**config.mk**
```make
export PLATFORM = sky130hd
export DESIGN_NAME = rv32i_controller
export DESIGN_NICKNAME = d
export VERILOG_FILES = /design/src/rtl/cpu_types_pkg.sv /design/src/rtl/rv32i_controller_imm_gen.sv /design/src/rtl/rv32i_controller.sv
export SDC_FILE = /design/constraint.sdc
export NUM_CORES = 1
export LEC_CHECK = 0
export CORE_ASPECT_RATIO = 1.4
export CORE_MARGIN = 3
export CORE_UTILIZATION = 31
export DETAILED_ROUTE_END_ITERATION = 8
export SETUP_SLACK_MARGIN = 0.1
export SLEW_MARGIN = 20
export SYNTH_ARGS = -nofsm -noshare
export SYNTH_HDL_FRONTEND = slang
export SYNTH_SLANG_ARGS = --single-unit
```
**constraint.sdc**
```tcl
create_clock -name clk -period 1.2 [get_ports clk]
set_input_delay 0.24 -clock clk [delete_from_list [all_inputs] [get_ports clk]]
set_output_delay 0.24 -clock clk [all_outputs]
set_load 0.1 [all_outputs]
```
**src/rtl/cpu_types_pkg.sv**
```systemverilog
// Shared RV32I control-unit types: decoded operation classes, ALU ops, immediate formats, opcodes.
package cpu_types_pkg;

    localparam int unsigned INSTR_W = 32;
    localparam int unsigned REG_W   = 5;
    localparam int unsigned IMM_W   = 20;

    typedef enum logic [5:0] {
        CU_LUI, CU_AUIPC, CU_JAL, CU_JALR, CU_BEQ, CU_BNE, CU_BLT, CU_BGE, CU_BLTU,
        CU_BGEU, CU_LB, CU_LH, CU_LW, CU_LBU, CU_LHU, CU_SB, CU_SH, CU_SW, CU_ADDI, CU_SLTI, CU_SLTIU,
        CU_XORI, CU_ORI, CU_ANDI, CU_SLLI, CU_SRLI, CU_SRAI, CU_ADD, CU_SUB, CU_SLL, CU_SLT, CU_SLTU,
        CU_XOR, CU_SRL, CU_SRA, CU_OR, CU_AND, CU_ERROR
    } cuOPType;

    typedef enum logic [3:0] {
        ALU_ADD  = 4'd0,
        ALU_SUB  = 4'd1,
        ALU_SLL  = 4'd2,
        ALU_SLT  = 4'd3,
        ALU_SLTU = 4'd4,
        ALU_XOR  = 4'd5,
        ALU_SRL  = 4'd6,
        ALU_SRA  = 4'd7,
        ALU_OR   = 4'd8,
        ALU_AND  = 4'd9
    } aluOPType;

    typedef enum logic [2:0] {
        IMM_NONE, IMM_U, IMM_J, IMM_I, IMM_S, IMM_B, IMM_SH
    } imm_fmt_e;

    localparam logic [6:0] OPC_LUI    = 7'b0110111;
    localparam logic [6:0] OPC_AUIPC  = 7'b0010111;
    localparam logic [6:0] OPC_JAL    = 7'b1101111;
    localparam logic [6:0] OPC_JALR   = 7'b1100111;
    localparam logic [6:0] OPC_BRANCH = 7'b1100011;
    localparam logic [6:0] OPC_LOAD   = 7'b0000011;
    localparam logic [6:0] OPC_STORE  = 7'b0100011;
    localparam logic [6:0] OPC_OPIMM  = 7'b0010011;
    localparam logic [6:0] OPC_OP     = 7'b0110011;

    localparam logic [6:0] F7_BASE = 7'b0000000;
    localparam logic [6:0] F7_ALT  = 7'b0100000;

    typedef struct packed {
        cuOPType            cu_op;
        logic [REG_W-1:0]   reg_1;
        logic [REG_W-1:0]   reg_2;
        logic [REG_W-1:0]   rd;
        logic [IMM_W-1:0]   imm;
        aluOPType           alu_op;
        logic               reg_write;
        logic               mem_write;
        logic               mem_read;
        logic               alu_src;
    } ctrl_t;

    localparam ctrl_t CTRL_RESET = '{
        cu_op:     CU_ERROR,
        reg_1:     5'd0,
        reg_2:     5'd0,
        rd:        5'd0,
        imm:       20'd0,
        alu_op:    ALU_ADD,
        reg_write: 1'b0,
        mem_write: 1'b0,
        mem_read:  1'b0,
        alu_src:   1'b0
    };

endpackage

```
**src/rtl/rv32i_controller_imm_gen.sv**
```systemverilog
// Combinational immediate extraction; the format is chosen by the decoder.
module imm_gen
    import cpu_types_pkg::*;
(
    input  logic [31:7]      instr_i,
    input  imm_fmt_e         fmt_i,
    output logic [IMM_W-1:0] imm_o
);

    // J and B immediates are kept as offset>>1, matching the 20-bit datapath field.
    always_comb begin
        imm_o = '0;
        case (fmt_i)
            IMM_U:   imm_o = instr_i[31:12];
            IMM_J:   imm_o = {instr_i[31], instr_i[19:12], instr_i[20], instr_i[30:21]};
            IMM_I:   imm_o = {{8{instr_i[31]}}, instr_i[31:20]};
            IMM_S:   imm_o = {{8{instr_i[31]}}, instr_i[31:25], instr_i[11:7]};
            IMM_B:   imm_o = {{8{instr_i[31]}}, instr_i[31], instr_i[7], instr_i[30:25], instr_i[11:8]};
            IMM_SH:  imm_o = {15'd0, instr_i[24:20]};
            default: imm_o = '0;
        endcase
    end

endmodule

```
**src/rtl/rv32i_controller.sv**
```systemverilog
// RV32I control unit: decodes one instruction per cycle into registered datapath controls.
module rv32i_controller
    import cpu_types_pkg::*;
(
    input  logic               clk,
    input  logic               nRst,
    input  logic [INSTR_W-1:0] instruction,
    output cuOPType            cuOP,
    output logic [REG_W-1:0]   reg_1,
    output logic [REG_W-1:0]   reg_2,
    output logic [REG_W-1:0]   rd,
    output logic [IMM_W-1:0]   imm,
    output aluOPType           aluOP,
    output logic               regWrite,
    output logic               memWrite,
    output logic               memRead,
    output logic               aluSrc
);

    logic [6:0]       opcode;
    logic [2:0]       funct3;
    logic [6:0]       funct7;
    ctrl_t            dec_c;
    imm_fmt_e         fmt_c;
    logic [IMM_W-1:0] imm_c;
    ctrl_t            ctrl_d;
    ctrl_t            ctrl_q;

    assign opcode = instruction[6:0];
    assign funct3 = instruction[14:12];
    assign funct7 = instruction[31:25];

    // First pass picks the operation; second pass fills fields only for legal encodings.
    always_comb begin
        dec_c = CTRL_RESET;
        fmt_c = IMM_NONE;
        if (instruction[1:0] == 2'b11) begin
            case (opcode)
                OPC_LUI:   begin dec_c.cu_op = CU_LUI;   fmt_c = IMM_U; end
                OPC_AUIPC: begin dec_c.cu_op = CU_AUIPC; fmt_c = IMM_U; end
                OPC_JAL:   begin dec_c.cu_op = CU_JAL;   fmt_c = IMM_J; end
                OPC_JALR: begin
                    if (funct3 == 3'b000) dec_c.cu_op = CU_JALR;
                    fmt_c = IMM_I;
                end
                OPC_BRANCH: begin
                    fmt_c = IMM_B;
                    case (funct3)
                        3'b000:  begin dec_c.cu_op = CU_BEQ;  dec_c.alu_op = ALU_SUB;  end
                        3'b001:  begin dec_c.cu_op = CU_BNE;  dec_c.alu_op = ALU_SUB;  end
                        3'b100:  begin dec_c.cu_op = CU_BLT;  dec_c.alu_op = ALU_SLT;  end
                        3'b101:  begin dec_c.cu_op = CU_BGE;  dec_c.alu_op = ALU_SLT;  end
                        3'b110:  begin dec_c.cu_op = CU_BLTU; dec_c.alu_op = ALU_SLTU; end
                        3'b111:  begin dec_c.cu_op = CU_BGEU; dec_c.alu_op = ALU_SLTU; end
                        default: ;
                    endcase
                end
                OPC_LOAD: begin
                    fmt_c = IMM_I;
                    case (funct3)
                        3'b000:  dec_c.cu_op = CU_LB;
                        3'b001:  dec_c.cu_op = CU_LH;
                        3'b010:  dec_c.cu_op = CU_LW;
                        3'b100:  dec_c.cu_op = CU_LBU;
                        3'b101:  dec_c.cu_op = CU_LHU;
                        default: ;
                    endcase
                end
                OPC_STORE: begin
                    fmt_c = IMM_S;
                    case (funct3)
                        3'b000:  dec_c.cu_op = CU_SB;
                        3'b001:  dec_c.cu_op = CU_SH;
                        3'b010:  dec_c.cu_op = CU_SW;
                        default: ;
                    endcase
                end
                OPC_OPIMM: begin
                    fmt_c = IMM_I;
                    case (funct3)
                        3'b000: begin dec_c.cu_op = CU_ADDI;  dec_c.alu_op = ALU_ADD;  end
                        3'b010: begin dec_c.cu_op = CU_SLTI;  dec_c.alu_op = ALU_SLT;  end
                        3'b011: begin dec_c.cu_op = CU_SLTIU; dec_c.alu_op = ALU_SLTU; end
                        3'b100: begin dec_c.cu_op = CU_XORI;  dec_c.alu_op = ALU_XOR;  end
                        3'b110: begin dec_c.cu_op = CU_ORI;   dec_c.alu_op = ALU_OR;   end
                        3'b111: begin dec_c.cu_op = CU_ANDI;  dec_c.alu_op = ALU_AND;  end
                        3'b001: begin
                            fmt_c = IMM_SH;
                            if (funct7 == F7_BASE) begin
                                dec_c.cu_op  = CU_SLLI;
                                dec_c.alu_op = ALU_SLL;
                            end
                        end
                        default: begin
                            fmt_c = IMM_SH;
                            if (funct7 == F7_BASE) begin
                                dec_c.cu_op  = CU_SRLI;
                                dec_c.alu_op = ALU_SRL;
                            end else if (funct7 == F7_ALT) begin
                                dec_c.cu_op  = CU_SRAI;
                                dec_c.alu_op = ALU_SRA;
                            end
                        end
                    endcase
                end
                OPC_OP: begin
                    case ({funct7, funct3})
                        {F7_BASE, 3'b000}: begin dec_c.cu_op = CU_ADD;  dec_c.alu_op = ALU_ADD;  end
                        {F7_ALT,  3'b000}: begin dec_c.cu_op = CU_SUB;  dec_c.alu_op = ALU_SUB;  end
                        {F7_BASE, 3'b001}: begin dec_c.cu_op = CU_SLL;  dec_c.alu_op = ALU_SLL;  end
                        {F7_BASE, 3'b010}: begin dec_c.cu_op = CU_SLT;  dec_c.alu_op = ALU_SLT;  end
                        {F7_BASE, 3'b011}: begin dec_c.cu_op = CU_SLTU; dec_c.alu_op = ALU_SLTU; end
                        {F7_BASE, 3'b100}: begin dec_c.cu_op = CU_XOR;  dec_c.alu_op = ALU_XOR;  end
                        {F7_BASE, 3'b101}: begin dec_c.cu_op = CU_SRL;  dec_c.alu_op = ALU_SRL;  end
                        {F7_ALT,  3'b101}: begin dec_c.cu_op = CU_SRA;  dec_c.alu_op = ALU_SRA;  end
                        {F7_BASE, 3'b110}: begin dec_c.cu_op = CU_OR;   dec_c.alu_op = ALU_OR;   end
                        {F7_BASE, 3'b111}: begin dec_c.cu_op = CU_AND;  dec_c.alu_op = ALU_AND;  end
                        default: ;
                    endcase
                end
                default: ;
            endcase
        end

        if (dec_c.cu_op == CU_ERROR) begin
            dec_c = CTRL_RESET;
            fmt_c = IMM_NONE;
        end else begin
            case (opcode)
                OPC_LUI, OPC_AUIPC, OPC_JAL: begin
                    dec_c.rd        = instruction[11:7];
                    dec_c.reg_write = 1'b1;
                    dec_c.alu_src   = 1'b1;
                end
                OPC_JALR, OPC_LOAD, OPC_OPIMM: begin
                    dec_c.reg_1     = instruction[19:15];
                    dec_c.rd        = instruction[11:7];
                    dec_c.reg_write = 1'b1;
                    dec_c.alu_src   = 1'b1;
                    dec_c.mem_read  = (opcode == OPC_LOAD);
                end
                OPC_STORE: begin
                    dec_c.reg_1     = instruction[19:15];
                    dec_c.reg_2     = instruction[24:20];
                    dec_c.mem_write = 1'b1;
                    dec_c.alu_src   = 1'b1;
                end
                OPC_BRANCH: begin
                    dec_c.reg_1     = instruction[19:15];
                    dec_c.reg_2     = instruction[24:20];
                end
                default: begin
                    dec_c.reg_1     = instruction[19:15];
                    dec_c.reg_2     = instruction[24:20];
                    dec_c.rd        = instruction[11:7];
                    dec_c.reg_write = 1'b1;
                end
            endcase
        end
    end

    imm_gen u_imm_gen (
        .instr_i (instruction[31:7]),
        .fmt_i   (fmt_c),
        .imm_o   (imm_c)
    );

    always_comb begin
        ctrl_d     = dec_c;
        ctrl_d.imm = imm_c;
    end

    always_ff @(posedge clk or negedge nRst) begin
        if (!nRst) ctrl_q <= CTRL_RESET;
        else       ctrl_q <= ctrl_d;
    end

    assign cuOP     = ctrl_q.cu_op;
    assign reg_1    = ctrl_q.reg_1;
    assign reg_2    = ctrl_q.reg_2;
    assign rd       = ctrl_q.rd;
    assign imm      = ctrl_q.imm;
    assign aluOP    = ctrl_q.alu_op;
    assign regWrite = ctrl_q.reg_write;
    assign memWrite = ctrl_q.mem_write;
    assign memRead  = ctrl_q.mem_read;
    assign aluSrc   = ctrl_q.alu_src;

endmodule

```
### Word-level counts from Yosys, hierarchy flattened

Index checks and enable logic that the tools add are counted.

| operators by class | value |
|---|---|
| equality and inequality tests | 34 |
| reductions and logical operators | 14 |
| muxes and demuxes | 35 |

Operators with widths:

| kind | count |
|---|---|
| $pmux W20 S6 | 1 |
| $pmux W6 S10 | 1 |
| $pmux W6 S9 | 1 |
| $pmux W6 S7 | 1 |
| $eq A10 B3 Y1 const B | 4 |
| $mux W6 | 6 |
| $pmux W4 S9 | 1 |
| $pmux W6 S6 | 1 |
| $pmux W6 S5 | 1 |
| $eq A7 B6 Y1 const B | 4 |
| $pmux W4 S7 | 1 |
| $eq A3 B3 Y1 const B | 7 |
| $eq A7 B7 Y1 const B | 3 |
| $eq A10 B2 Y1 const B | 2 |
| $eq A10 B9 Y1 const B | 2 |
| $pmux W3 S6 | 1 |
| $pmux W6 S3 | 1 |
| $mux W15 | 1 |
| $mux W3 | 5 |
| $mux W5 | 3 |
| $eq A7 B5 Y1 const B | 2 |
| $eq A3 B2 Y1 const B | 4 |
| $mux W4 | 3 |
| $pmux W4 S3 | 1 |
| other kinds (15) | 26 |

| storage, ports and cells | value |
|---|---|
| logic and storage cells | 93 |
| flip-flop bits (word level) | 49 |
| output and inout bits | 49 |
| bits of input ports | 34 |

### Longest topological paths before layout

Gate-level depths: netlist (run 1).

| depth | value |
|---|---|
| depth in word-level cells | 10 |
| mapped depth | 10 |

### Modules after synthesis

Synthesis (run 1) repeated with hierarchy kept, for this count alone.

| unflattened totals | value |
|---|---|
| cells, all modules | 361 |
| area, all modules | 3233.1 um^2 |

By module, submodules not included:

| module | times used | area an instance (um^2) | cells an instance |
|---|---|---|---|
| rv32i_controller | 1 | 2436.1 | 248 |
| imm_gen | 1 | 797.0 | 113 |

### Least setup slack after synthesis (run 1)

OpenSTA, ideal clock, no wires.

| timing | value |
|---|---|
| path kind | input-to-reg |
| start point | input port instruction[3] |
| end point | register ctrl_q, in the netlist imm[1] |
| slack | -1.118 ns |
| arrival time | 2.181 ns |
| setup time | 0.136 ns |
| stages | 9 |
| path buffers | 2 |
| path through | buf_2 nand4bb_1 buf_6 nor3_4 a222oi_1 nand2_2 mux2_1 a222oi_1 a21oi_1 |

RTL lines:

| item | RTL line | text |
|---|---|---|
| from (decl) | rv32i_controller.sv:7 | `input logic [INSTR_W-1:0] instruction,` |
| to (signal assigned) | rv32i_controller.sv:175 | `else ctrl_q <= ctrl_d;` |
| to (decl) | rv32i_controller.sv:27 | `ctrl_t ctrl_q;` |

==> results of run 1 <==
through the flow:
step                power [µW]  setup TNS (ns)  cell area [µm²]  setup slack (ns)  hold WS (ns)
finish                    4909          -28.35             6172           -0.7591        0.2806
global route              5063          -32.09             6172           -0.8790        0.2832
CTS                       4837          -27.52             5863           -0.7471        0.2891
detailed placement        3171          -72.03             4986            -1.701        0.1217
global placement          3163          -71.79             4986            -1.687        0.1236
floorplan                 2464          -37.45             2925            -1.031      -0.05559
critical path: cells and delay by family:
family          cells  cell delay (ns)
simple gates        2             0.22
mux                 1             0.30
compound gates      3             0.82
buf+inv             4             0.54
cells in the mapped netlist, drive strengths merged, types with 5 or more instances:
library cell	instances
a21oi	17
a221o	9
a222oi	6
and3	14
buf	10
clkbuf	14
dfrtp	46
mux2	5
nand2	25
nand2b	7
nand3	12
nor2	25
nor3	10
nor3b	5
o21ai	24
state kept, by name, indices dropped and copies added, names as in the netlist:
name,cells
memWrite,1
regWrite,1
imm,20
memRead,1
cuOP,6
aluSrc,1
rd,5
reg_2,5
aluOP,4
reg_1,5
per-layer routing:
layer	wire (µm)	global-route usage
met5	0	0
met4	850	0.1634
met3	450	0.02871
met2	6511	0.4139
met1	4227	0.2542
placed cells by master (no fill, tap or decap), types with 6 or more instances in the layout:
cell type        Yosys  routed
a222oi_1             6       6
buf_6                1      38
a21oi_2              0      10
dfrtp_2              0      44
and3_4               0      12
nor3_4               1       6
nand2_1             24      19
buf_12               0      53
a221o_1              9       9
buf_4                1      88
a21oi_1             17       6
o21ai_0             19      13
nor2_1              24      15
nand3_2              0       7
clkdlybuf4s50_1      0      15
worst max path at each step:
stage	cells past startpoint	slack, ns	endpoint	from
floorplan	9	-1.03	imm[0]	instruction[3]
global placement	9	-1.69	imm[14]	instruction[13]
detailed placement	9	-1.70	imm[15]	instruction[13]
CTS	12	-0.75	imm[6]	instruction[14]
global route	9	-0.88	imm[3]	instruction[3]
finish	10	-0.76	imm[3]	instruction[2]
kinds of logic (layout without fill, tap and decap cells):
kind of cell | after synthesis | count (layout) | synth area share
mux | 5 | 5 | 0.02041
xor+xnor | 2 | 2 | 0.006350
simple gates | 125 | 126 | 0.2481
flops | 49 | 49 | 0.4458
compound gates | 93 | 93 | 0.2354
buf+inv | 27 | 222 | 0.04399
area by class of cell:
| class | instances | share of cell area |
|---|---|---|
| repair buffers | 211 | 0.4093 |
| well taps | 105 | 0.02129 |
| clock buffers | 6 | 0.02088 |
| multi-input cells | 226 | 0.3355 |
| clock inverters | 2 | 0.002433 |
| flip-flops and latches | 49 | 0.2082 |
| inverters | 3 | 0.002433 |
timing repair:
item,in CTS,in global routing
pin swaps,56,33
hold buffers,1,0
setup endpoints to repair,98,97
cloned,4,0
hold endpoints to repair,3,0
buffers inserted,21,7
resized for setup,192,54
power groups by stage:
stage | logic [µW] | registers [µW] | clock network [µW]
final | 1760 | 1760 | 1390
after global placement | 1370 | 1790 | 0
after CTS | 1660 | 1760 | 1420
after global routing | 1830 | 1760 | 1470
after detailed placement | 1380 | 1790 | 0
after floorplan | 321 | 2140 | 0
==> results.yml, run 1 <==
run_status:
  status: "finished, violations left"
  violations: "setup timing"
cells_and_area:
  final_cells: 602
  fin_util: 0.7170
  drive_gt1_frac: 0.7163
  fill_cells: 616
  n_antenna_cell: 0
  nNetsFinal: 530
  syn_to_final_growth_pct: 123.7
  regArea_um2: 1285
  multi_input_area_um2: 2071
run:
  drv_cap: 0
yosys:
  ys.flop_type: "dfrtp_1"
  ys_seq_area_frac: 0.4458
  synth_cell_types: 65
  syn_area_per_cell_um2: 9.166
  ys_ff_latch: 49
  synth_edf_count: 0
  yosysTopAreaCellShare: 0.4172
  synthCells: 301
  synth_top_cell_by_area: "dfrtp_1"
  yosysWarnings: 0
  syn-cell-area_um2: 2759
  synth_area_leaders: "dfrtp_1 (42%), o21ai_0 (3.4%), a221o_1 (3.3%)"
  synth_nets: 335
  async_flop_share: 1.000
floorplanning:
  core_um2: 8608
  dieArea_um2: 10080
  initial_core_util: 0.3205
  die_h_um: 117.6
  rows: 40
  ioPinCount: 83
  die_x_um: 85.73
clock_tree:
  cts_buffer_depth: 2
  cts_tree: "built"
  cts_made_buffers: 5
  htreeDepth: 2
  clock-sinks: 49
  path_clk_slew_ns: 0.07
  cts_root_buffer: "clkbuf_16"
hold_path:
  min_from: "instruction[5]"
  holdPathStages: 3
  min_to: "aluOP[3]"
  min_path_type: "in -> reg"
power:
  switching_power_uw: 1627
  ir_worst_vdd_mv: 0.6133
  cellInternalPower_uw: 3282
  p_sw_frac: 0.3314
  combPwrFrac: 0.358
  leakage_uw: 0.002542
  p_clk_frac: 0.284
  pwr-share-seq: 0.358
  pwr_density_cell_nw_per_um2: 795.3
global_routing:
  grt_max_degree: 37
  grt.total_usage: 0.2350
  overflow: 0
  grt_pass1_vias: 3546
  antenna_found_initial: 0
  grt_first_pass_wirelength_um: 18390
detailed_routing:
  dr.pass1.iters: 6
  drc: 0
  routed-via-count: 3392
  avgViaCountPerCell: 5.635
  ant_nets: 0
  drt_iter0_markers: 211
  drt-total-wl_um: 12040
  routedWlPerCell_um: 20.00
critical_path:
  crit_arrival_ns: 2.12
  worstSetupEndpointType: "flop"
  max_stage_delay_ns: 0.43
  crit_top_cell: "buf_6"
  path_class: "in -> reg"
  path_max_fanout: 7
  critPathLaunchType: "input pin"
  worstPathRequired_ns: 1.36
  crit_path_cell_trace: "buf_6, buf_6, buf_6, and3_4, a222oi_1, buf_4, nand2_8, mux2_2, a222oi_1, a21oi_2"
  crit_slowest_cell: "a222oi_1"
sta:
  rsz0062_at_grt: "true"
  finalSetupViolCount: 50
  drv_slew: 0
  final_hold_viol_count: 0
  timing.final.crit_period_ns: 1.959
  slew_headroom: 0.6896
  period_share: 1.633
  clock.fmax_mhz: 510.4
  fin_ws_ns: -0.7591
  worst_slew_pin_slew_ns: 0.4656
placement:
  hpwl_um: 8466
  dp_cells: 565
  place_congestion: 0.9161
  port_buffers: 82
Note: power is estimated with default switching activity, not from simulation.
==> inputs of run 2 (changes only) <==
--- a/config.mk
+++ b/config.mk
@@ -7,7 +7,7 @@
 export LEC_CHECK = 0
 export CORE_ASPECT_RATIO = 1.4
 export CORE_MARGIN = 3
-export CORE_UTILIZATION = 31
+export CORE_UTILIZATION = 25
 export DETAILED_ROUTE_END_ITERATION = 8
 export SETUP_SLACK_MARGIN = 0.1
 export SLEW_MARGIN = 20
==> results.yml, run 2 (synthesis gave the netlist of run 1 again) <==
power:
  pwr_density_cell_nw_per_um2: 836.6
  leakage_uw: 0.002519
  ir_worst_vdd_mv: 0.4803
cells_and_area:
  n_antenna_cell: 0
  syn_to_final_growth_pct: 119.9
  largest_reg_flops: 20
  drive_gt1_frac: 0.6856
  fin_util: 0.5739
  mostFrequentLayoutCells: "buf_4 (88), buf_12 (53), dfrtp_2 (44)"
  mostFrequentLayoutCell: "buf_4"
  fill_cells: 897
  final_cells: 631
  nNetsFinal: 526
floorplanning:
  dieArea_um2: 12350
  core_um2: 10570
  die_x_um: 94.79
  initial_core_util: 0.2610
  ioPinCount: 83
  die_h_um: 130.3
  rows: 44
sta:
  fin_ws_ns: -0.7858
  worst_slew_pin_slew_ns: 0.4608
  rsz0062_at_grt: "true"
  period_share: 1.655
  timing.final.crit_period_ns: 1.986
  slew_headroom: 0.6928
  finalSetupViolCount: 50
  clock.fmax_mhz: 503.6
  drv_slew: 0
  final_hold_viol_count: 0
critical_path:
  critPathBufInv: 3
  crit_path_cell_trace: "buf_6, buf_6, nand2b_4, a222oi_1, buf_4, nand2_8, mux2_4, a222oi_1, a21oi_2"
  path_max_fanout: 7
  worstSetupEndpointType: "flop"
  critPathTopFamily: "compound AO/OA/AOI/OAI gates"
  crit_arrival_ns: 2.15
  worstPathRequired_ns: 1.36
  max_stage_delay_ns: 0.48
  crit_slowest_cell: "a222oi_1"
  path_class: "in -> reg"
  critPathLaunchType: "input pin"
run_status:
  status: "finished, violations left"
  violations: "setup timing"
detailed_routing:
  avgViaCountPerCell: 5.170
  drt_iter0_markers: 155
  drt-total-wl_um: 11260
  routedWlPerCell_um: 17.84
  drc: 0
  dr.pass1.iters: 5
  ant_nets: 0
  routed-via-count: 3262
placement:
  dp_cells: 593
  hpwl_um: 8264
  port_buffers: 82
  place_congestion: 0.9283
clock_tree:
  cts_tree: "built"
  path_clk_slew_ns: 0.06
  cts_root_buffer: "clkbuf_16"
  clock-sinks: 49
  htreeDepth: 2
  cts_buffer_depth: 2
  cts_made_buffers: 5
global_routing:
  grt_pass1_vias: 3326
  grt_first_pass_wirelength_um: 17370
  grt.total_usage: 0.1814
  overflow: 0
  grt_max_degree: 29
  antenna_found_initial: 0
run:
  drv_cap: 0
hold_path:
  min_path_type: "in -> reg"
run 2: changes by cell type in the layout (fill, tap and decap cells not counted), sizes merged:
cell           delta
buf               -5
clkbuf            +2
clkinvlp          -2
bufinv            +1
clkdlybuf4s15     -1
inv               +1
run 2: area by class of cell:
| type | count | area, µm² | area share |
|---|---|---|---|
| multi-input combinational | 226 | 1978 | 0.3261 |
| clock buffer | 6 | 138.9 | 0.02290 |
| sequential | 49 | 1285 | 0.2118 |
| clock inverter | 2 | 37.54 | 0.006188 |
| timing repair buffer | 207 | 2442 | 0.4026 |
| inverter | 3 | 11.26 | 0.001856 |
| tap | 138 | 172.7 | 0.02847 |
run 2: per-layer routing:
metal	wire length, µm	vias to the layer above	global-route usage
li1	-	1522	-
met1	4070	1579	0.2039
met2	5910	122	0.3252
met3	607	39	0.02826
met4	669	0	0.09686
met5	0	-	0
run 2: final timing paths:
path / from / endpoint / depth (start not counted)
max: instruction[13] / imm[1] / 9
min: instruction[26] / imm[14] / 3
max in group asynchronous: nRst / cuOP[5] / 3
min in group asynchronous: nRst / imm[7] / 2
run 2: metrics by stage:
step	TNS (ns)	hold WS (ns)	power, µW	worst slack, ns	area (µm²)
3_5_place_dp	-66.81	0.1434	3157	-1.581	5002
6_report	-29.84	0.3129	5074	-0.7858	6066
4_1_cts	-29.43	0.3120	5030	-0.7723	5887
3_3_place_gp	-67.63	0.1404	3151	-1.582	5002
5_1_grt	-33.06	0.3321	5249	-0.8913	6066
2_1_floorplan	-37.45	-0.05559	2464	-1.031	2925
run 2: report_power, final:
group          internal (µW)  switching, µW  total [µW]
sequential              1710           42.6        1760
clock                   1040            578        1620
combinational            772            929        1700
run 2: timing repair:
| item | CTS | global route |
|---|---|---|
| gates cloned | 3 | 1 |
| endpoints found under the hold margin | 10 | 0 |
| endpoints found under the setup margin | 97 | 97 |
| hold buffers | 1 | 0 |
| gates resized for setup | 171 | 38 |
| pin swaps | 45 | 33 |
| setup buffers | 29 | 6 |
run 2: tightest hold or removal path, stage by stage:
cell	delay, ns
buf_8	0.08
buf_4	0.11
a221o_1	0.13
